`src/rtl/ex_muldiv.sv`:
```
`timescale 1ns/1ps
// ex_muldiv: iterative RV32M multiply/divide unit for the execute stage.
// Shift-add multiply and restoring divide on magnitudes, one bit per clock.
module ex_muldiv #(
    parameter int XLEN = 32
) (
    input  logic            clk,
    input  logic            reset,
    input  logic            start,
    input  logic            flush,
    input  logic [2:0]      funct3E,
    input  logic [XLEN-1:0] src_a,
    input  logic [XLEN-1:0] src_b,
    output logic            stall,
    output logic            done,
    output logic [XLEN-1:0] result
);
    localparam int CW = $clog2(XLEN);
    localparam logic [CW-1:0]   LAST_COUNT = CW'(XLEN - 1);
    localparam logic [CW-1:0]   ONE_C      = {{(CW-1){1'b0}}, 1'b1};
    localparam logic [XLEN-1:0] ZERO_X     = {XLEN{1'b0}};
    localparam logic [XLEN-1:0] ONES_X     = {XLEN{1'b1}};
    localparam logic [XLEN-1:0] MIN_X      = {1'b1, {(XLEN-1){1'b0}}};

    localparam logic [2:0] OP_MUL    = 3'b000;
    localparam logic [2:0] OP_MULH   = 3'b001;
    localparam logic [2:0] OP_MULHSU = 3'b010;
    localparam logic [2:0] OP_MULHU  = 3'b011;
    localparam logic [2:0] OP_DIV    = 3'b100;
    localparam logic [2:0] OP_DIVU   = 3'b101;
    localparam logic [2:0] OP_REM    = 3'b110;
    localparam logic [2:0] OP_REMU   = 3'b111;

    typedef enum logic [1:0] {
        IDLE = 2'b00,
        BUSY = 2'b01,
        DONE = 2'b10
    } state_t;

    function automatic logic [XLEN-1:0] cond_neg(input logic [XLEN-1:0] v, input logic n);
        return n ? (~v + {{(XLEN-1){1'b0}}, 1'b1}) : v;
    endfunction

    function automatic logic [2*XLEN-1:0] cond_neg2(input logic [2*XLEN-1:0] v, input logic n);
        return n ? (~v + {{(2*XLEN-1){1'b0}}, 1'b1}) : v;
    endfunction

    state_t            state_r, state_next_s;
    logic [CW-1:0]     count_r;
    logic [2:0]        op_r;
    logic              neg_r;
    logic [XLEN-1:0]   opb_r;
    logic [2*XLEN-1:0] acc_r;
    logic              done_r;
    logic [XLEN-1:0]   result_r;

    logic              a_signed_s, b_signed_s, a_neg_s, b_neg_s, neg_start_s;
    logic [XLEN-1:0]   mag_a_s, mag_b_s;
    logic              fast_s;
    logic [XLEN-1:0]   fast_result_s;
    logic              accept_s, finish_s, load_result_s;
    logic [XLEN:0]     mul_sum_s, rem_sh_s;
    logic [XLEN-1:0]   div_diff_s;
    logic              div_ge_s;
    logic [2*XLEN-1:0] iter_s, prod_s;
    logic [XLEN-1:0]   final_s, next_result_s;

    // Operand decode, special-case detection and the per-iteration datapath
    always_comb begin
        a_signed_s  = (funct3E == OP_MULH) | (funct3E == OP_MULHSU) |
                      (funct3E == OP_DIV)  | (funct3E == OP_REM);
        b_signed_s  = (funct3E == OP_MULH) | (funct3E == OP_DIV) | (funct3E == OP_REM);
        a_neg_s     = a_signed_s & src_a[XLEN-1];
        b_neg_s     = b_signed_s & src_b[XLEN-1];
        mag_a_s     = cond_neg(src_a, a_neg_s);
        mag_b_s     = cond_neg(src_b, b_neg_s);
        // Remainder follows the dividend; everything else follows the sign product
        neg_start_s = (funct3E == OP_REM) ? a_neg_s : (a_neg_s ^ b_neg_s);

        fast_s        = 1'b0;
        fast_result_s = ZERO_X;
        if (funct3E[2] && (src_b == ZERO_X)) begin
            fast_s        = 1'b1;
            fast_result_s = funct3E[1] ? src_a : ONES_X;
        end else if (funct3E[2] && !funct3E[0] && (src_a == MIN_X) && (src_b == ONES_X)) begin
            fast_s        = 1'b1;
            fast_result_s = funct3E[1] ? ZERO_X : MIN_X;
        end else begin
            fast_s        = 1'b0;
            fast_result_s = ZERO_X;
        end

        mul_sum_s  = {1'b0, acc_r[2*XLEN-1:XLEN]} + (acc_r[0] ? {1'b0, opb_r} : {(XLEN+1){1'b0}});
        rem_sh_s   = acc_r[2*XLEN-1:XLEN-1];
        div_ge_s   = rem_sh_s >= {1'b0, opb_r};
        div_diff_s = rem_sh_s[XLEN-1:0] - opb_r;
        if (op_r[2]) begin
            iter_s = {(div_ge_s ? div_diff_s : rem_sh_s[XLEN-1:0]), acc_r[XLEN-2:0], div_ge_s};
        end else begin
            iter_s = {mul_sum_s, acc_r[XLEN-1:1]};
        end

        prod_s = cond_neg2(iter_s, neg_r);
        case (op_r)
            OP_MUL:                       final_s = prod_s[XLEN-1:0];
            OP_MULH, OP_MULHSU, OP_MULHU: final_s = prod_s[2*XLEN-1:XLEN];
            OP_DIV, OP_DIVU:              final_s = cond_neg(iter_s[XLEN-1:0], neg_r);
            OP_REM, OP_REMU:              final_s = cond_neg(iter_s[2*XLEN-1:XLEN], neg_r);
            default:                      final_s = ZERO_X;
        endcase
    end

    // Next-state logic, result load selection and the pipeline stall
    always_comb begin
        state_next_s  = state_r;
        accept_s      = (state_r == IDLE) & start & ~flush;
        finish_s      = (state_r == BUSY) & ~flush & (count_r == LAST_COUNT);
        load_result_s = 1'b0;
        next_result_s = result_r;
        case (state_r)
            IDLE: begin
                if (accept_s) begin
                    state_next_s = fast_s ? DONE : BUSY;
                end else begin
                    state_next_s = IDLE;
                end
            end
            BUSY: begin
                if (flush) begin
                    state_next_s = IDLE;
                end else if (count_r == LAST_COUNT) begin
                    state_next_s = DONE;
                end else begin
                    state_next_s = BUSY;
                end
            end
            DONE:    state_next_s = IDLE;
            default: state_next_s = IDLE;
        endcase
        if (accept_s && fast_s) begin
            load_result_s = 1'b1;
            next_result_s = fast_result_s;
        end else if (finish_s) begin
            load_result_s = 1'b1;
            next_result_s = final_s;
        end else begin
            load_result_s = 1'b0;
            next_result_s = result_r;
        end
        stall = ~reset & (accept_s | (state_r == BUSY));
    end

    // State register
    always_ff @(posedge clk or posedge reset) begin
        if (reset) begin
            state_r <= IDLE;
        end else begin
            state_r <= state_next_s;
        end
    end

    // Operand capture and iteration accumulators
    always_ff @(posedge clk or posedge reset) begin
        if (reset) begin
            count_r <= '0;
            op_r    <= 3'b000;
            neg_r   <= 1'b0;
            opb_r   <= ZERO_X;
            acc_r   <= {(2*XLEN){1'b0}};
        end else if (accept_s) begin
            count_r <= '0;
            op_r    <= funct3E;
            neg_r   <= neg_start_s;
            opb_r   <= mag_b_s;
            acc_r   <= {ZERO_X, mag_a_s};
        end else if ((state_r == BUSY) && !flush) begin
            count_r <= count_r + ONE_C;
            acc_r   <= iter_s;
        end
    end

    // Registered completion pulse and held result
    always_ff @(posedge clk or posedge reset) begin
        if (reset) begin
            done_r   <= 1'b0;
            result_r <= ZERO_X;
        end else begin
            done_r   <= load_result_s;
            result_r <= next_result_s;
        end
    end

    assign done   = done_r;
    assign result = result_r;

endmodule
```
`config.mk`:
```
export PLATFORM = sky130hd
export DESIGN_NAME = ex_muldiv
export DESIGN_NICKNAME = d
export VERILOG_FILES = /design/src/rtl/ex_muldiv.sv
export SDC_FILE = /design/constraint.sdc
export NUM_CORES = 1
export LEC_CHECK = 0
export ABC_AREA = 1
export CAP_MARGIN = 5
export CORE_ASPECT_RATIO = 1.5
export CORE_MARGIN = 2
export CORE_UTILIZATION = 59
export DETAILED_ROUTE_END_ITERATION = 10
export PLACE_DENSITY_LB_ADDON = 0.25
export SLEW_MARGIN = 10
export SYNTH_ARGS = -nofsm -noshare
export SYNTH_HDL_FRONTEND = slang
export SYNTH_SLANG_ARGS = --single-unit
```
`constraint.sdc`:
```
create_clock -name clk -period 6.2 [get_ports clk]
set_clock_uncertainty 0.2 [all_clocks]
set_input_delay 0.93 -clock clk [delete_from_list [all_inputs] [get_ports clk]]
set_output_delay 0.93 -clock clk [all_outputs]
set_load 0.01 [all_outputs]
```
==> impl_metrics.ini, run 1 <==
[cts]
cts_resized = 0
cts_root_buf = clkbuf_16
clkSinkCount = 140
cts_inserted_buffers = 17
clk_path_buf_depth = 2
holdBufCountCts = 0
htreeDepth = 4
cts_setup_buffers = 0

[synthesis]
yosysTopAreaCellShare_pct = 20.22
yosys-top-cells-area = dfrtp_1 (20%), nand2_1 (19%), inv_1 (9.7%)
ys_seq_area_share_pct = 20.22
syn_avg_cell_area_um2 = 5.729
ys_warn_count = 0
synth_cell_types = 56
synth_top_cell_by_area = dfrtp_1
synth_common_cells = nand2_1 (855), inv_1 (447), nor2_1 (381)
syn_area_um2 = 17330
ys.flop_type = dfrtp_1
async_flop_share_pct = 100.0
synthCells = 3025
synth_nets = 3168
synth_edf_count = 0
synth-seq-cells = 140
yosysMostFrequentCell = nand2_1

[place]
dp.final_hpwl_um = 60510
finalWeightedCongestion = 1.176
port_buffers = 104
dpl_cell_area_um2 = 18560

[global_route]
grtUsageTotal_pct = 55.97
grt_pass1_wl_um = 131900
grt_pass1_vias = 22600
overflow = 7
grt_max_degree = 103

[status]
status = stopped before the end
stop_stage = global routing
stop_error = [ERROR GRT-0116] Global routing finished with congestion. Check the congestion regions in the DRC Viewer.

[die]
io_pins = 105
die_h_um = 213.9
rows = 76
initial_utilization_pct = 60.15
die_w_um = 143.9
==> cell families after synthesis <==
group	count (synthesis)	share of synthesized area, %
AO/OA/AOI/OAI	471	14.81
adder cells (fa/ha/maj)	72	5.285
XOR/XNOR	84	4.245
AND/OR/NAND/NOR	1695	42.55
flip-flops	140	20.22
buffers and inverters	563	12.90
==> through the flow <==
step / worst slack, ns / cells
after floorplan: 1.317 / 3025
after global placement: 0.7209 / 3445
after detailed placement: 0.6449 / 3445
after CTS: 1.132 / 3477
==> routing by layer <==
metal / GRT overflow / GRT usage (%)
met1: 0 / 58.14
met2: 4 / 79.29
met3: 0 / 27.97
met4: 3 / 54.05
met5: 0 / 4.770
==> run 2: changes to the inputs <==
Settings changed: CORE_ASPECT_RATIO 1.5 to unset, CORE_UTILIZATION 59 to 40, PLACE_DENSITY_LB_ADDON 0.25 to 0.15.
==> run 2 against run 1 <==
Compared with the run above:
- synthesized cell count did not move
- the run now ends clean
- synthesized area did not move
==> impl_metrics.ini, run 2 <==
[synthesis]
synth-seq-cells = 140
syn_area_um2 = 17330
ys_seq_area_share_pct = 20.22
synth_common_cells = nand2_1 (855), inv_1 (447), nor2_1 (381)
synth_edf_count = 0
synth_top_cell_by_area = dfrtp_1
synthCells = 3025
ys_warn_count = 0
yosys-top-cells-area = dfrtp_1 (20%), nand2_1 (19%), inv_1 (9.7%)
synth_cell_types = 56
yosysMostFrequentCell = nand2_1
yosysTopAreaCellShare_pct = 20.22
syn_avg_cell_area_um2 = 5.729
synth_nets = 3168
async_flop_share_pct = 100.0
ys.flop_type = dfrtp_1

[detailed_routing]
num_vias = 20660
viasPerCell = 5.619
wl_per_cell_um = 23.16
highest_layer = met5
dr_wl_met2_um = 34260
dr.first_iter.drc_count = 2928
ant_nets = 0
firstDrtPassIters = 6
route.detailed.drc = 0
drt-met1-wl_um = 39330
routed_wl_um = 85150
wl_met3_um = 8673

[global_route]
grtUsageTotal_pct = 38.27
overflow = 0
grt_pass1_wl_um = 125500
antenna_found_initial = 3
grt_max_degree = 103
grt_pass1_vias = 19200

[critical_path]
crit_fanout = 65
reg2reg_depth = 29
crit_path_start_kind = input pin
startpoint = src_a[0]
crit_family = simple AND/OR/NAND/NOR gates
setup.worst_path.class = input pin to flop
endpoint = result[22]
r2r_start = opb_r[28]
cp_cell_sequence = clkdlybuf4s50_1, inv_1, ha_1, nand3_1, nor3_1, nor4b_1, a41o_1, nand2_1, buf_4, nand2_2, o21ai_0, a21oi_1, nor2_1
cp_slowest_cell = nand2_2
r2r_slack_ns = 1.08
crit_arrival_ns = 5.35
cp.depth = 13
worstPathRequired_ns = 6.39
critPathBufInv = 3
cp-end-kind = flop
r2r_end = result[26]
max_stage_delay_ns = 0.82

[place]
dp.final_hpwl_um = 69120
place_inst = 3642
finalWeightedCongestion = 1.041
port_buffers = 104

[die]
die_w_um = 212.2
rows = 76
initial_utilization_pct = 40.41
die_h_um = 212.2
core_area_um2 = 42890
io_pins = 105
dieArea_um2 = 45010

[power]
ir_worst_vdd_v = 0.0002840
power.switching_mw = 6.362
swShare_pct = 63.05
p_seq_share_pct = 14.1
internal_power_mw = 3.728
power_density_nw_per_um2 = 519.9
combPwrFrac_pct = 74.9
power_frac_clock_pct = 11.0
leakagePower_nw = 10.07

[timing]
hold_viol = 0
timing.fmax_mhz = 193.7
worstMarginPinSlew_ns = 1.122
period_share_pct = 83.26
slew_headroom_pct = 24.43
layout_min_cycle_time_ns = 5.162
drv_slew = 0
rsz0062_at_grt = false
fin_setup_tns_ns = 0
setup_viol = 0

[final_layout]
fin_cells = 3676
final_common_cell = nand2_1
nNetsFinal = 3219
layout.cells.most_common_list = nand2_1 (854), inv_1 (445), nor2_1 (381), nand3_1 (245), o21ai_0 (221)
fin_util_pct = 45.25
drive_gt1_share_pct = 5.957
area_growth_pct = 11.98
largest_reg_flops = 64
largest-register = acc_r

[cts]
cts_setup_buffers = 0
clk_path_buf_depth = 2
htreeDepth = 4
clkSinkCount = 140
clk-insertion-delay-late_ns = 0.51
cts_root_buf = clkbuf_16
cts_tree = yes
clkTransAtPathRegs_ns = 0.07
holdBufCountCts = 0
cts_inserted_buffers = 17
cts_resized = 0

[min_path]
worstHoldStart = count_r[1]
min-delay-path-class = flop to flop

[job]
maxCapViolCount = 0

[status]
status = finished clean
==> run 2: cell counts after synthesis <==
Identical to the previous run, type by type.
==> run 2: power by group through the flow <==
stage	logic (mW)	registers, mW	clock network [mW]
2_1_floorplan	4.81	1.27	0
3_5_place_dp	7.27	1.42	0
5_1_grt	8.10	1.44	1.15
6_report	7.56	1.42	1.11
3_3_place_gp	7.35	1.39	0
4_1_cts	7.30	1.40	1.12
==> run 2: cell type report <==
cell class,count,area (um^2)
inverters,469,1768
fillers,4754,23480
clock inverters,14,158.9
flip-flops and latches,140,3508
clock buffers,18,429.2
repair buffers,126,1206
well taps,585,732.0
multi-input cells,2322,11600
diodes,2,5.005
==> run 2: stage by stage <==
| step | hold WS (ns) | setup WS [ns] | area (um^2) | total power [mW] |
|---|---|---|---|---|
| finish | 0.3084 | 1.038 | 19410 | 10.09 |
| global route | 0.3336 | 0.6664 | 19400 | 10.68 |
| CTS | 0.3081 | 1.159 | 19400 | 9.826 |
| detailed placement | 0.2924 | 0.6258 | 18810 | 8.687 |
| global placement | 0.2862 | 0.6247 | 18810 | 8.737 |
| floorplan | 0.2540 | 1.317 | 17330 | 6.084 |
==> run 2: per-layer routing <==
layer | track usage [%] | up-vias
met2 | 54.54 | 1078
met3 | 8.375 | 121
li1 | - | 9775
met4 | 12.48 | 2
met5 | 0 | -
met1 | 56.54 | 9681
==> run 2: tightest hold or removal path: stages, from the launching register on <==
cell and delay [ns]:
dfrtp_1 0.37, nand2_1 0.06, nand2_1 0.05
==> run 2: cell families (layout without fill, tap and decap cells) <==
| family | after synthesis | count (layout) | synth area share (%) |
|---|---|---|---|
| compound gates | 471 | 471 | 14.81 |
| xor+xnor | 84 | 84 | 4.245 |
| fa+ha+maj | 72 | 72 | 5.285 |
| buf+inv | 563 | 627 | 12.90 |
| flops | 140 | 140 | 20.22 |
| other cells | 0 | 2 | 0 |
| simple gates | 1695 | 1695 | 42.55 |
==> run 2: worst min-delay path by stage <==
stage                 end  slack, ns  cells after the start
2_1_floorplan     op_r[0]       0.25                      2
3_3_place_gp   count_r[1]       0.29                      2
3_5_place_dp   count_r[1]       0.29                      2
4_1_cts        count_r[1]       0.31                      2
5_1_grt        count_r[1]       0.33                      2
6_report       count_r[1]       0.31                      2
No activity file was read; power rests on OpenSTA's default activity.
